--- src/rtl/serial_frame_rx.sv ---
// rtl/serial_frame_rx.sv - serial frame receiver: start bit, MSB-first data, optional even parity, stop bit
module serial_frame_rx #(
   parameter int DATA_W    = 4,
   parameter int PARITY_EN = 1
) (
   input  logic              clk,
   input  logic              rstn,
   input  logic              SI,
   input  logic              bit_en,
   output logic [DATA_W-1:0] dout,
   output logic              valid,
   output logic              parity_err,
   output logic              frame_err,
   output logic              busy
);

   localparam int CW = $clog2(DATA_W) + 1;

   typedef enum logic [1:0] {IDLE, DATA, PARITY, STOP} state_t;

   state_t            state, state_n;
   logic [CW-1:0]     cnt, cnt_n;
   logic [DATA_W-1:0] shreg, shreg_n;
   logic [DATA_W-1:0] dout_n;
   logic              par, par_n;
   logic              valid_n, perr_n, ferr_n, busy_n;

   always_ff @(posedge clk) begin
      if (!rstn) begin
         state      <= IDLE;
         cnt        <= '0;
         shreg      <= '0;
         par        <= 1'b0;
         dout       <= '0;
         valid      <= 1'b0;
         parity_err <= 1'b0;
         frame_err  <= 1'b0;
         busy       <= 1'b0;
      end else begin
         state      <= state_n;
         cnt        <= cnt_n;
         shreg      <= shreg_n;
         par        <= par_n;
         dout       <= dout_n;
         valid      <= valid_n;
         parity_err <= perr_n;
         frame_err  <= ferr_n;
         busy       <= busy_n;
      end
   end

   always_comb begin
      state_n = state;
      cnt_n   = cnt;
      shreg_n = shreg;
      par_n   = par;
      dout_n  = dout;
      valid_n = 1'b0;
      perr_n  = 1'b0;
      ferr_n  = 1'b0;
      if (bit_en) begin
         case (state)
            IDLE: begin
               if (!SI) begin
                  state_n = DATA;
                  cnt_n   = '0;
               end
            end
            DATA: begin
               shreg_n = {shreg[DATA_W-2:0], SI};
               cnt_n   = cnt + 1'b1;
               if (cnt == CW'(DATA_W - 1))
                  state_n = (PARITY_EN != 0) ? PARITY : STOP;
            end
            PARITY: begin
               par_n   = SI;
               state_n = STOP;
            end
            STOP: begin
               state_n = IDLE;
               // A parity mismatch still delivers the word; only a bad stop bit discards it.
               if (SI) begin
                  dout_n  = shreg;
                  valid_n = 1'b1;
                  perr_n  = (PARITY_EN != 0) ? ((^shreg) ^ par) : 1'b0;
               end else begin
                  ferr_n  = 1'b1;
               end
            end
            default: state_n = IDLE;
         endcase
      end
      busy_n = (state_n != IDLE);
   end

endmodule

--- config.mk ---
export PLATFORM = sky130hd
export DESIGN_NAME = serial_frame_rx
export DESIGN_NICKNAME = d
export VERILOG_FILES = /design/src/rtl/serial_frame_rx.sv
export SDC_FILE = /design/constraint.sdc
export NUM_CORES = 1
export LEC_CHECK = 0
export CORE_MARGIN = 2
export CORE_UTILIZATION = 40
export DETAILED_ROUTE_END_ITERATION = 7
export MAX_ROUTING_LAYER = met4
export SLEW_MARGIN = 20
export SYNTH_ARGS = -nofsm -noshare
export SYNTH_HDL_FRONTEND = slang
export SYNTH_SLANG_ARGS = --single-unit
--- constraint.sdc ---
create_clock -name clk -period 1 [get_ports clk]
set_input_delay 0.15 -clock clk [delete_from_list [all_inputs] [get_ports clk]]
set_output_delay 0.15 -clock clk [all_outputs]
set_load 0.03 [all_outputs]
==> flow_metrics.tcl <==
set metrics [dict create \
    max_slew_margin_pct 86.2 \
    final_util_pct 58.0 \
    cts-htree-levels 1 \
    fin_worst_skew_ns 0.00488 \
    synth_area_um2 832 \
    nFillCells 192 \
    antenna_left 0 \
    clkSlewWorstSetupHoldPaths_ns 0.11 \
    ys_seq_elements 18 \
    firstDrtPassIters 4 \
    finalSetupViolCount 2 \
    die_x_um 49.6 \
    worstHoldStart "bit_en" \
    maxCapViolCount 0 \
    outcome "finished, violations left" \
    nets 115 \
    layout_setup_ws_ns -0.108 \
    grt_pass1_vias 588 \
    r2r_slack_ns -0.11 \
    grt_pass1_wl_mm 2.63 \
    syn_nets 89 \
    cts_max_path_buffers 2 \
    yosysTopAreaCellShare_pct 43.3 \
    rows 16 \
    hold_path_depth 4 \
    initial_core_util_pct 42.4 \
    hold_viol 0 \
    cts_hold_buf 0 \
    worst-path-max-fanout 2 \
    grt_start_max_net_pins 11 \
    ir_worst_vdd_mv 0.542 \
    required_ns 1.20 \
    r2r-start "shreg[2]" \
    syn-instance-count 83 \
    worstPathArrival_ns 1.31 \
    insertion_delay_ns 0.29 \
    grt_overflow 0 \
    violations "negative setup slack" \
    drc 0 \
    seq_area_frac_synth_pct 43.3 \
    syn_to_final_growth_pct 36.8 \
    core_area_mm2 0.00196 \
    cts_buffers 3 \
    total_power_uw 1320 \
    tritoncts "built" \
    synthTopCellsByArea "dfxtp_1 (43%), mux2i_1 (6.0%), a21boi_0 (5.4%)" \
    gp_congestion 0.819 \
    post-route-min-period_ns 1.11 \
    wl_per_cell_um 11.8 \
    worstSetupPathType "reg -> reg" \
    r2r_cells 3 \
    antenna_found_initial 0 \
    finalSetupTns_ns -0.180 \
    routed_via_density 4.69 \
    endpoint_kind "flip-flop" \
    die-area_mm2 0.00246 \
    cts.sinks 18 \
    fin_crit_sh_pct 111 \
    syn_avg_cell_area_um2 10.0 \
    die_h_um 49.6 \
    ys_types 29 \
    portBuffers 11 \
    num_vias 633 \
    worst_slew_pin_slew_ns 0.207 \
    design.portCount 12 \
    maxSlewViolCount 0 \
    cts_root_buf "clkbuf_4" \
    antenna_cells 0 \
    drive_gt1_share_pct 40.7 \
    wl_mm 1.59 \
    rsz0062_at_grt "yes" \
    r2r_end "parity_err" \
    synth_warnings 0 \
    drt_iter0_markers 4 \
    clock.fmax_mhz 902 \
    holdPathEnd "cnt[1]" \
    min_path_type "in -> reg" \
    worst_setup_path_start_kind "flip-flop" \
    p_per_area_mw_per_mm2 1160 \
    dp_hpwl_mm 1.10 \
    leakage_uw 0.000491 \
    yosysTopAreaCell "dfxtp_1" \
    grt.total_usage_pct 15.0 \
]
state kept, by name, summed over array words and instances, names as in the netlist:
signal / flops
busy: 1
cnt: 3
dout: 4
frame_err: 1
par: 1
parity_err: 1
shreg: 4
state: 2
valid: 1
critical path, cell delays in order, from the launching register on:
cell and delay, ns:
dfxtp_2 0.34, xnor3_1 0.40, xnor2_1 0.15, and2_1 0.13
final cells by class:
cell class	count	area (um2)	area share [%]
clock buffers	4	36.3	3.19
inverters	1	3.75	0.330
multi-input cells	58	469	41.2
flip-flops and latches	18	370	32.5
well taps	27	33.8	2.97
repair buffers	27	225	19.8
through the flow:
stage	worst slack (ns)	cells	area, um2	hold slack, ns
2_1_floorplan	-0.0647	83	842	0.303
3_3_place_gp	-0.340	129	1030	0.453
3_5_place_dp	-0.372	129	1030	0.458
4_1_cts	-0.119	135	1110	0.426
5_1_grt	-0.160	135	1140	0.418
6_report	-0.108	135	1140	0.423
worst max-delay path by stage:
stage | start | to | slack [ns] | cells past startpoint
after floorplan | state[0] | parity_err | -0.06 | 5
after global placement | bit_en | cnt[2] | -0.34 | 5
after detailed placement | bit_en | cnt[2] | -0.37 | 5
after CTS | cnt[0] | cnt[2] | -0.12 | 4
after global routing | shreg[2] | parity_err | -0.16 | 3
final | shreg[2] | parity_err | -0.11 | 3
layer usage:
metal,GRT usage [%],vias to the layer above,part of all wire (%)
met3,4.55,2,2.8
met4,8.33,0,0.75
met5,-,-,0
li1,-,331,-
met2,21.1,10,48
met1,18.9,290,49
repair_timing:
action / in CTS / in global routing
gates resized for setup: 11 / 9
pin swaps: 7 / 4
endpoints found under the setup margin: 16 / 9
setup buffers: 2 / 0
synthesized netlist by cell type, drive strengths merged:
cell / number
dfxtp: 18
a21boi: 8
nand2: 7
nor2b: 7
buf: 5
mux2i: 5
nand3: 4
o21ai: 4
nor2: 3
and3: 2
ha: 2
nand3b: 2
nand4b: 2
or2: 2
a21oi: 1
and2: 1
clkbuf: 1
inv: 1
nand2b: 1
nand4: 1
nor3: 1
nor3b: 1
or2b: 1
xnor2: 1
xnor3: 1
xor2: 1
logic make-up (layout without fill, tap and decap cells):
kind of cell	Yosys count	after routing	share of synthesized area [%]
DFF	18	18	43.3
xor gates and xnor gates	3	3	4.81
and+or+nand+nor	35	35	26.5
buffers and inverters	7	32	6.16
adders and majority gates	2	2	3.01
AOI/OAI and AO/OA	13	13	10.2
muxes	5	5	6.02
where the power goes:
group	leakage, uW	internal [uW]	switching, uW
combinational	0.000321	76.7	59.6
sequential	0.000149	724	9.46
clock	0.0000210	222	226
layout by cell type (no fill, tap or decap), types with 2 or more instances in the layout:
cell              n
or2_0             2
and3_4            2
nand3_1           4
dfxtp_2           5
o21ai_0           2
dfxtp_1          12
clkbuf_4          3
nor2_1            2
clkdlybuf4s50_1   2
mux2i_1           5
nand2_1           7
a21boi_1          4
buf_4            22
nand4b_1          2
a21boi_0          4
nor2b_1           6
ha_4              2
(Power assumes the default switching activity.)
